[src/rtl/scan_history.sv]
// PS/2 scan-code history: decodes E0/F0 prefixes into key events and keeps the DEPTH newest, newest first.
// Latency: read and ev_valid both come 1 cycle after a byte is accepted. Optional: SCAN_HISTORY_TYPEMATIC_FILTER_EN.
// Backpressure: none; a byte is taken on each scan_ready rising edge and acknowledged with read.
module scan_history #(
  parameter int DEPTH = 4,
  parameter int CW    = $clog2(DEPTH + 1)
) (
  input  logic                  clock50,
  input  logic                  resetn,
  input  logic                  scan_ready,
  input  logic [7:0]            scan_code,
  output logic                  read,
  input  logic                  clear,
  output logic                  ev_valid,
  output logic [7:0]            ev_code,
  output logic                  ev_ext,
  output logic                  ev_break,
  output logic [10*DEPTH-1:0]   history,
  output logic [CW-1:0]         hist_count,
  output logic                  dropped
);

  typedef enum logic [1:0] {IDLE, EXT, BRK, EXT_BRK} state_t;

  state_t state_q, state_d;
  logic   rdy_q;
  logic   accept;
  logic   emit;
  logic   emit_ext;
  logic   emit_brk;
  logic   suppress;
  logic   store;

  assign accept = scan_ready && !rdy_q;

  always_ff @(posedge clock50) begin
    if (!resetn) begin
      state_q <= IDLE;
    end else begin
      state_q <= state_d;
    end
  end

  always_comb begin
    state_d  = state_q;
    emit     = 1'b0;
    emit_ext = (state_q == EXT) || (state_q == EXT_BRK);
    emit_brk = (state_q == BRK) || (state_q == EXT_BRK);
    if (accept) begin
      case (state_q)
        IDLE: begin
          if (scan_code == 8'hE0)      state_d = EXT;
          else if (scan_code == 8'hF0) state_d = BRK;
          else                         emit    = 1'b1;
        end
        EXT: begin
          if (scan_code == 8'hF0)      state_d = EXT_BRK;
          else if (scan_code != 8'hE0) begin
            emit    = 1'b1;
            state_d = IDLE;
          end
        end
        BRK: begin
          // E0 after F0 is out of order on the wire but still means an extended release
          if (scan_code == 8'hE0)      state_d = EXT_BRK;
          else if (scan_code != 8'hF0) begin
            emit    = 1'b1;
            state_d = IDLE;
          end
        end
        EXT_BRK: begin
          if (scan_code != 8'hE0 && scan_code != 8'hF0) begin
            emit    = 1'b1;
            state_d = IDLE;
          end
        end
        default: state_d = IDLE;
      endcase
    end
  end

`ifdef SCAN_HISTORY_TYPEMATIC_FILTER_EN
  // Auto-repeat makes of the key already at the head of the history are dropped
  assign suppress = !emit_brk && (hist_count != '0) && !history[8] &&
                    (history[9] == emit_ext) && (history[7:0] == scan_code);
`else
  assign suppress = 1'b0;
`endif

  assign store = emit && !suppress;

  always_ff @(posedge clock50) begin
    if (!resetn) begin
      rdy_q      <= 1'b0;
      read       <= 1'b0;
      ev_valid   <= 1'b0;
      ev_code    <= '0;
      ev_ext     <= 1'b0;
      ev_break   <= 1'b0;
      history    <= '0;
      hist_count <= '0;
      dropped    <= 1'b0;
    end else begin
      rdy_q    <= scan_ready;
      read     <= accept;
      ev_valid <= store;
      if (store) begin
        ev_code  <= scan_code;
        ev_ext   <= emit_ext;
        ev_break <= emit_brk;
      end
      if (clear) begin
        history    <= '0;
        hist_count <= '0;
        dropped    <= 1'b0;
      end else if (store) begin
        for (int i = DEPTH - 1; i > 0; i--) begin
          history[10*i +: 10] <= history[10*(i-1) +: 10];
        end
        history[9:0] <= {emit_ext, emit_brk, scan_code};
        if (hist_count == CW'(DEPTH)) dropped    <= 1'b1;
        else                          hist_count <= hist_count + CW'(1);
      end
    end
  end

endmodule
[config.mk]
export PLATFORM = sky130hd
export DESIGN_NAME = scan_history
export DESIGN_NICKNAME = d
export VERILOG_FILES = /design/src/rtl/scan_history.sv
export SDC_FILE = /design/constraint.sdc
export NUM_CORES = 1
export LEC_CHECK = 0
export ABC_AREA = 1
export BUFFER_PORTS_ARGS = -buffer_cell sky130_fd_sc_hd__buf_2
export CAP_MARGIN = 10
export CORE_ASPECT_RATIO = 1.1
export CORE_MARGIN = 2
export CORE_UTILIZATION = 45
export DETAILED_ROUTE_END_ITERATION = 8
export GPL_TIMING_DRIVEN = 0
export PLACE_DENSITY = 0.79
export SLEW_MARGIN = 40
export SYNTH_ARGS = -nofsm -noshare
export SYNTH_HDL_FRONTEND = slang
export SYNTH_SLANG_ARGS = --single-unit
[constraint.sdc]
create_clock -name clock50 -period 1.3 [get_ports clock50]
set_clock_uncertainty 0.15 [all_clocks]
set_input_delay 0.26 -clock clock50 [delete_from_list [all_inputs] [get_ports clock50]]
set_output_delay 0.26 -clock clock50 [all_outputs]
set_load 0.05 [all_outputs]
* After elaboration in Yosys (flattened, before gate mapping)
Cells that the tools add are included.
** Word-level totals
- Register bits :: 59
- Logic and storage cells :: 52
- Bits of input ports :: 12
** Operators by class
- Reductions and logical operators :: 10
- Eq/ne operators :: 12
- Multiplexer cells :: 17
- Bitwise operators :: 2
- Add/subtract/negate cells :: 1
** Operators by type and width (number)
- $eq A8 B8 Y1 const B :: 2
- $ne A8 B8 Y1 const B :: 2
- $mux W2 :: 7
- $mux W1 :: 8
- $pmux W2 S4 :: 1
- $ne A3 B1 Y1 const B :: 2
- $reduce_and A5 Y1 :: 1
- $eq A2 B2 Y1 const B :: 2
- $pmux W1 S4 :: 1
- $reduce_and A2 Y1 :: 2
- $add A3 B1 Y3 const B :: 1
- $eq A3 B3 Y1 const B :: 1
- $ne A3 B3 Y1 const B :: 1
- $eq A2 B1 Y1 const B :: 1
- $logic_and A1 B1 Y1 :: 2
- $logic_not A2 Y1 :: 1
- $logic_or A1 B1 Y1 :: 2
- $ne A2 B1 Y1 const B :: 1
- $not A1 Y1 :: 2
- $reduce_or A2 Y1 :: 1
- $logic_not A1 Y1 :: 1

* Longest topological paths before layout
Gate-level depths: netlist of the first run.
- Depth after elaboration :: 6
- Gate-level depth with buffers :: 10
- Gate-level depth less buffers :: 10

* Worst setup path before layout of the first run
OpenSTA, ideal clock, no wires.
- Path kind :: flip-flop to flip-flop
- From :: reg hist_count[0]
- To :: reg hist_count[0]
- Clock period less this slack :: 1.580 ns
- Setup slack :: -0.280 ns
- Required time :: 1.018 ns
- Cell stages (with the launch flop) :: 7
- Data arrival time :: 1.298 ns
- Buffers on the path :: 0
- Path through :: dfxtp_1 > inv_1 > ha_1 > nand2_1 > nand2_1 > nand2_1 > a21oi_1
** Between the ends
- Word-level cells in the longest chain between the ends :: 3
- Elaborated cells on any way between the ends :: 4
- Classes of those cells :: add/sub (1); eq/ne (1); bitwise (1); reduce/logical (1)
** Ends and longest elaborated chain
- from (decl) :: RTL line 19 : output logic [CW-1:0] hist_count,
- from (signal assigned) :: RTL line 122 : else hist_count <= hist_count + CW'(1);
- parallel branches: the longest is 3 deep, another holds $add A3 B1 Y3
Several ways; the timed one is not identified.
A chain may end at the register's enable or synchronous reset.

* Final worst setup path of the first run
- From :: reg history[30]
- To :: out history[30]
** RTL lines
- from (decl) :: RTL line 18 : output logic [10*DEPTH-1:0] history,
- from (signal, indexed assignment) :: RTL line 118 : history[10*i +: 10] <= history[10*(i-1) +: 10];
No word-level cell between the ends.

==> impl_results.md, run 1 <==
- Status: completed
- Final number of hold-violating endpoints: 0
- Clk root buf: clkbuf_8
- Multi-input gate area in the final layout: approximately 950 sq um
- Post-DP Area: around 2600 sq um
- Synthesis-stage register bit count: 59
- Post-DP HPWL: 3710 um
- Critical path arrival: between 0.8 and 0.9 ns
- Crit Path Max Fanout: 2
- Initial antenna violation count: 0
- Largest cells by area after synthesis: dfxtp_1 53%, nor2_1 13%, o21ai_0 6.8%, nand2_1 6.6%, a21oi_1 5.6%
- CP startpoint: history[30]$_SDFFE_PP0P_
- RSZ-0062 raised after global routing: true
- Top cell family by delay on the critical path: flip-flops
- CTS Buffer Depth: 2
- Chip Height: approximately 78 um
- CTS clk-pin slew, worst paths: around 0.07 ns
- H-tree levels: 3
- Reg-to-reg slack, setup: roughly 0.040 ns
- Post-synth net total: 299
- Clock Latency Late Sink: between 0.3 and 0.4 ns
- Core footprint: between 4000 and 5000 sq um
- Mapped Cells: ~290
- Total track usage: between 10% and 20%
- Max stage delay on crit path: roughly 0.37 ns
- Die Width: between 70 and 80 um
- CTS buffer count: 9
- First-pass GRT wire length: approximately 8300 um
- Yosys warns: 0
- Via count: between 2000 and 2500
- Initial DRC Count: a little over 60
- Worst r2r path cells: 5
- CTS sink count: a little under 60
- Vias in the first global route: around 1900
- Ant. Diodes: 0
- Overflow after GRT: 0
- Min Clock Period, post-route: between 1 and 1.5 ns
- Mapped Area: roughly 2200 sq um
- Reg area: 1240 sq um
- Fmax: ~780 MHz
- DRC: 0
- CP Launch Type: register
- Final Wtd Congestion: 0.866
- Reg-to-Reg Start: rdy_q$_SDFF_PN0_
- Die Area: 5500 sq um
- Leak: between 1 and 1.5 nW
- Post-synthesis sequential area ratio: approximately 53%
- Worst path cell trace: buf_6
- Top cell type by total area after synthesis: dfxtp_1
- Synth unique cells: 21
- Final Setup Violations: 0
- Crit. End Element: output port
- Quantity of I/O buffers inserted on ports: 67
- Share of cells above drive strength 1: 43.7%
- Area grow syn2layout: 49.0%
- Hold Path Origin: resetn
- Largest net degree at the start of global routing: 12
- Vias per cell: 4.79
- Worst hold endpoint: state_q[0]$_SDFFE_PN0P_
- Avg Synthesized Cell Area: 7.77 sq um
- Row count: 26
- Ports: between 60 and 70
- Yosys top cell area share: a little over half
- Max cap viols: 0
- Initial Utilization: a little under half
- Largest vdd supply drop: 0.000854 V
- R2R Path End: history[24]$_SDFFE_PP0P_
- Fin Setup TNS: 0 ns
- CTS tree: done
- Hold Path Cell Cnt: 3
- CP required: ~0.89 ns
- Hold Path Class: input pin to register
- Slew headroom: 66.6%
- Fin crit share: 98.7%
- Final Max Tran Viols: 0
- Slowest cell on the critical path: dfxtp_1
- Fill cell count: 390
- Routed wire per std cell: between 10 and 15 um
- Critical Setup Path Class: register to output port
- Post-route ant nets: 0
- Buf+Inv Stages, Crit Path: 1
- Post-layout instance area: 3300 sq um
- Final net count: 380
- Worst slew pin tran: about 0.5 ns
- Pwr/cell area: about 1300 nW/um^2
- Routed wire length: 5220 um
- DRT Pass-1 Iters: 4
routing by layer:
layer / part of all wire (%) / GRT usage, %
met5: 0 / 0
met4: 1.2 / 6.79
met3: 6.2 / 5.97
met2: 52 / 34.1
met1: 40 / 21.5
synthesized netlist by cell type (all sizes together):
master	number
dfxtp	59
inv	15
o21ai	31
ha	2
nor2	77
buf	9
nand4	1
xor2	1
nand3	9
a21oi	25
o21a	1
nand2	50
clkbuf	5
area by class of cell:
| type | count | area share (%) |
|---|---|---|
| well taps | 56 | 2.12 |
| clock inverters | 6 | 1.97 |
| inverters | 15 | 1.86 |
| repair buffers | 70 | 20.6 |
| clock buffers | 10 | 4.17 |
| plain buffers | 14 | 2.99 |
| flip-flops and latches | 59 | 37.6 |
| multi-input cells | 197 | 28.7 |
where the power goes:
group | leakage (nW) | switching (mW) | internal [mW]
Sequential | 0.500 | 0.0487 | 1.87
Combinational | 0.827 | 0.425 | 0.218
Clock | 0.102 | 0.739 | 0.936
registers in the layout, summed over array words and instances (netlist names):
| name | cells |
|---|---|
| ev_break | 1 |
| state_q | 2 |
| dropped | 1 |
| rdy_q | 1 |
| history | 40 |
| ev_code | 8 |
| ev_valid | 1 |
| read | 1 |
| ev_ext | 1 |
| hist_count | 3 |
placed cells by master (no fill, tap or decap), types with 2 or more instances in the layout:
master / instances
dfxtp_1: 20
a21oi_2: 5
clkinv_4: 2
ha_1: 2
a21oi_1: 20
inv_1: 12
buf_2: 13
o21ai_1: 6
nand2_2: 13
inv_2: 2
dfxtp_4: 4
o21ai_0: 24
clkbuf_8: 10
clkinv_2: 2
buf_6: 47
dfxtp_2: 35
buf_4: 15
nor2_1: 72
nor2_4: 3
nor2_2: 2
nand3_1: 9
nand2_1: 36
clkbuf_1: 4
how the worst max path moves through the flow:
stage / slack (ns) / depth (start not counted) / end
after floorplan: 0.006 / 7 / history[31]$_SDFFE_PP0P_
after global placement: -0.25 / 9 / ev_code[4]$_SDFFE_PN0P_
after detailed placement: -0.28 / 9 / history[5]$_SDFFE_PP0P_
after CTS: 0.0003 / 1 / history[24]
after global routing: -0.02 / 5 / history[24]$_SDFFE_PP0P_
final: 0.02 / 1 / history[30]
stage by stage:
| step | setup slack, ns | instances | power [mW] | util (%) | hold WS (ns) |
|---|---|---|---|---|---|
| finish | 0.0169 | 427 | 4.24 | 70.5 | 0.0317 |
| global route | -0.0246 | 427 | 4.39 | 70.5 | 0.0486 |
| CTS | 0.000260 | 426 | 4.23 | 67.1 | 0.0262 |
| detailed placement | -0.277 | 408 | 2.50 | 56.4 | 0.280 |
| global placement | -0.254 | 408 | 2.48 | 56.4 | 0.273 |
| floorplan | 0.00616 | 285 | 2.36 | - | 0.221 |
logic make-up after synthesis:
kind of cell / synth area share (%)
adder cells (fa/ha/maj): 1.13
AO/OA/AOI/OAI: 13.2
flip-flops: 53.3
AND/OR/NAND/NOR: 25.4
XOR/XNOR: 0.396
buffers and inverters: 6.55
timing repair:
action / in CTS / in global routing
hold endpoints to repair: 1 / 0
gates cloned: 0 / 0
hold buffers: 1 / 0
buffers inserted: 1 / 1
setup endpoints to repair: 108 / 56
pin swaps: 1 / 4
resized for setup: 102 / 64
Note: power is estimated with default switching activity, not from simulation.
==> run 2, diff against run 1 <==
--- a/config.mk
+++ b/config.mk
@@ -11,9 +11,10 @@
 export CORE_ASPECT_RATIO = 1.1
 export CORE_MARGIN = 2
 export CORE_UTILIZATION = 45
+export CTS_CLUSTER_SIZE = 30
 export DETAILED_ROUTE_END_ITERATION = 8
 export GPL_TIMING_DRIVEN = 0
-export PLACE_DENSITY = 0.79
+export PLACE_DENSITY = 0.74
 export SLEW_MARGIN = 40
 export SYNTH_ARGS = -nofsm -noshare
 export SYNTH_HDL_FRONTEND = slang
==> run 2 against run 1 <==
Against the previous run: sequential power barely moved; critical path depth rose by 5; design area rose by 0.83%.
==> impl_results.md, run 2 (synthesis gave the netlist of run 1 again) <==
- Status: completed
- Fmax: 771 MHz
- Number of flip-flops in the largest register: 40
- Most frequent cells in the layout: 72 x nor2_1, 50 x buf_6, 38 x nand2_1, 36 x dfxtp_2, 18 x dfxtp_1
- CTS clk-pin slew, worst paths: roughly 0.070 ns
- Ports: about 70
- Post-DP HPWL: approximately 3700 um
- Clk root buf: clkbuf_8
- CTS tree: done
- Final Max Tran Viols: 0
- Overflow after GRT: 0
- Final Wtd Congestion: just over 0.9
- Area grow syn2layout: 50.3%
- Ant. Diodes: 0
- CP required: roughly 1.4 ns
- Largest vdd supply drop: between 0.0009 and 0.001 V
- Post-DP Area: ~2600 sq um
- Via count: about 2100
- CP startpoint: rdy_q$_SDFF_PN0_
- Worst r2r path cells: 6
- Worst slew pin tran: between 0.5 and 0.6 ns
- Fin crit share: roughly 100%
- Core footprint: 4680 sq um
- Final number of hold-violating endpoints: 0
- Largest Register: history
- Pwr/cell area: about 1300 nW/um^2
- Routed wire per std cell: ~12 um
- Final net count: between 300 and 400
- Largest net degree at the start of global routing: 12
- CTS buffer count: 9
- Largest regs: history (40), ev_code (8), hist_count (3)
- H-tree levels: 3
- Routed wire length: just over 5000 um
- First-pass GRT wire length: between 8000 and 9000 um
- RSZ-0062 raised after global routing: true
- Tot Pwr: ~4.3 mW
- Max cap viols: 0
- CTS Buffer Depth: 2
- Die Area: 5500 sq um
- Non-Filler Instances: 427
- Initial DRC Count: 72
- Fin Hold WS: 0.0267 ns
- Reg-to-reg slack, setup: 0.003 ns
- Met2 Usage GRT: between 30% and 40%
- Row count: 26
- CP Launch Type: register
- DRC: 0
- Slew headroom: between 60% and 70%
- R2R Path End: history[35]$_SDFFE_PP0P_
- Total track usage: between 10% and 20%
- M1 GR Usage: around 20%
- Reg-to-Reg Start: rdy_q$_SDFF_PN0_
- Post-layout instance area: 3330 sq um
- Placed instance count: ~400
- DRT Pass-1 Iters: 4
- Die Width: between 70 and 80 um
- Vias per cell: approximately 4.8
- Initial antenna violation count: 0
- Clock Latency Late Sink: between 0.3 and 0.4 ns
- Post-route ant nets: 0
- Share of cells above drive strength 1: 44.2%
- Critical Setup Path Class: register to register
- Initial Utilization: a little under half
- Crit Path Max Fanout: 10
- Vias in the first global route: a little over 2000
- Chip Height: between 70 and 80 um
- Critical path arrival: about 1.4 ns
- GR peak layer: met2
- Commonest non-fill, non-tap cell in the layout: nor2_1
- Met3 Track Usage GR: roughly 5.8%
- CTS sink count: slightly below 60
- Crit. End Element: register
- Hold Path Class: input pin to register
- Min Clock Period, post-route: 1.30 ns
- Leak: ~1.4 nW
- Quantity of I/O buffers inserted on ports: between 60 and 70
- Setup crit end: history[35]$_SDFFE_PP0P_
- Final Setup Violations: 0
run 2: cell types whose count changed in the layout (fill, tap and decap cells not counted), sizes merged:
cell / before / now
clkinvlp: 1 / 2
buf: 77 / 78
clkinv: 4 / 1
inv: 15 / 16
run 2: layout make-up:
cell class	instances	area, sq um
clock buffers	11	151
repair buffers	70	703
plain buffers	14	96.3
flip-flops and latches	59	1240
inverters	15	61.3
clock inverters	5	60.1
multi-input cells	197	941
fillers	378	1360
well taps	56	70.1
run 2: report_power, final:
part / switching (mW) / total, mW / internal, mW
combinational: 0.424 / 0.648 / 0.224
sequential: 0.0505 / 1.92 / 1.87
clock: 0.736 / 1.73 / 0.993
total: 1.21 / 4.30 / 3.09
run 2: layer usage:
metal | vias to the layer above | part of all wire [%]
met5 | - | 0
met4 | 0 | 1.6
met3 | 7 | 5.3
met2 | 62 | 52
met1 | 911 | 41
li1 | 1074 | -
run 2: worst max-delay path, stage by stage, from the launching register on:
cell     delay (ns)
dfxtp_2        0.33
nor2_4         0.17
nand2_4        0.12
inv_6          0.11
buf_4          0.17
nor2_1         0.06
nor2_1         0.13
run 2: worst min path at each step:
stage | cells after the start | end | slack [ns] | startpoint
after CTS | 3 | ev_break$_SDFFE_PN0P_ | 0.02 | resetn
after floorplan | 2 | rdy_q$_SDFF_PN0_ | 0.22 | scan_ready
final | 3 | state_q[0]$_SDFFE_PN0P_ | 0.03 | resetn
after global placement | 1 | read$_SDFF_PN0_ | 0.27 | rdy_q$_SDFF_PN0_
after global routing | 3 | state_q[0]$_SDFFE_PN0P_ | 0.03 | resetn
after detailed placement | 1 | read$_SDFF_PN0_ | 0.28 | rdy_q$_SDFF_PN0_
run 2: through the flow:
step                      util (%)  setup WS (ns)  TNS [ns]
after floorplan                  -        0.00616         0
after global placement        56.4         -0.259    -12.54
after detailed placement      56.4         -0.288    -13.57
after CTS                     67.3       0.000681         0
after global routing          71.0        -0.0714     -1.23
final                         71.0        0.00320         0
run 2: timing repair:
action | 4_1_cts | 5_1_grt
cloned | 0 | 0
pin swaps | 1 | 1
setup endpoints to repair | 108 | 93
gates resized for setup | 106 | 77
buffers inserted | 0 | 2
hold buffers | 1 | 0
hold endpoints to repair | 1 | 0
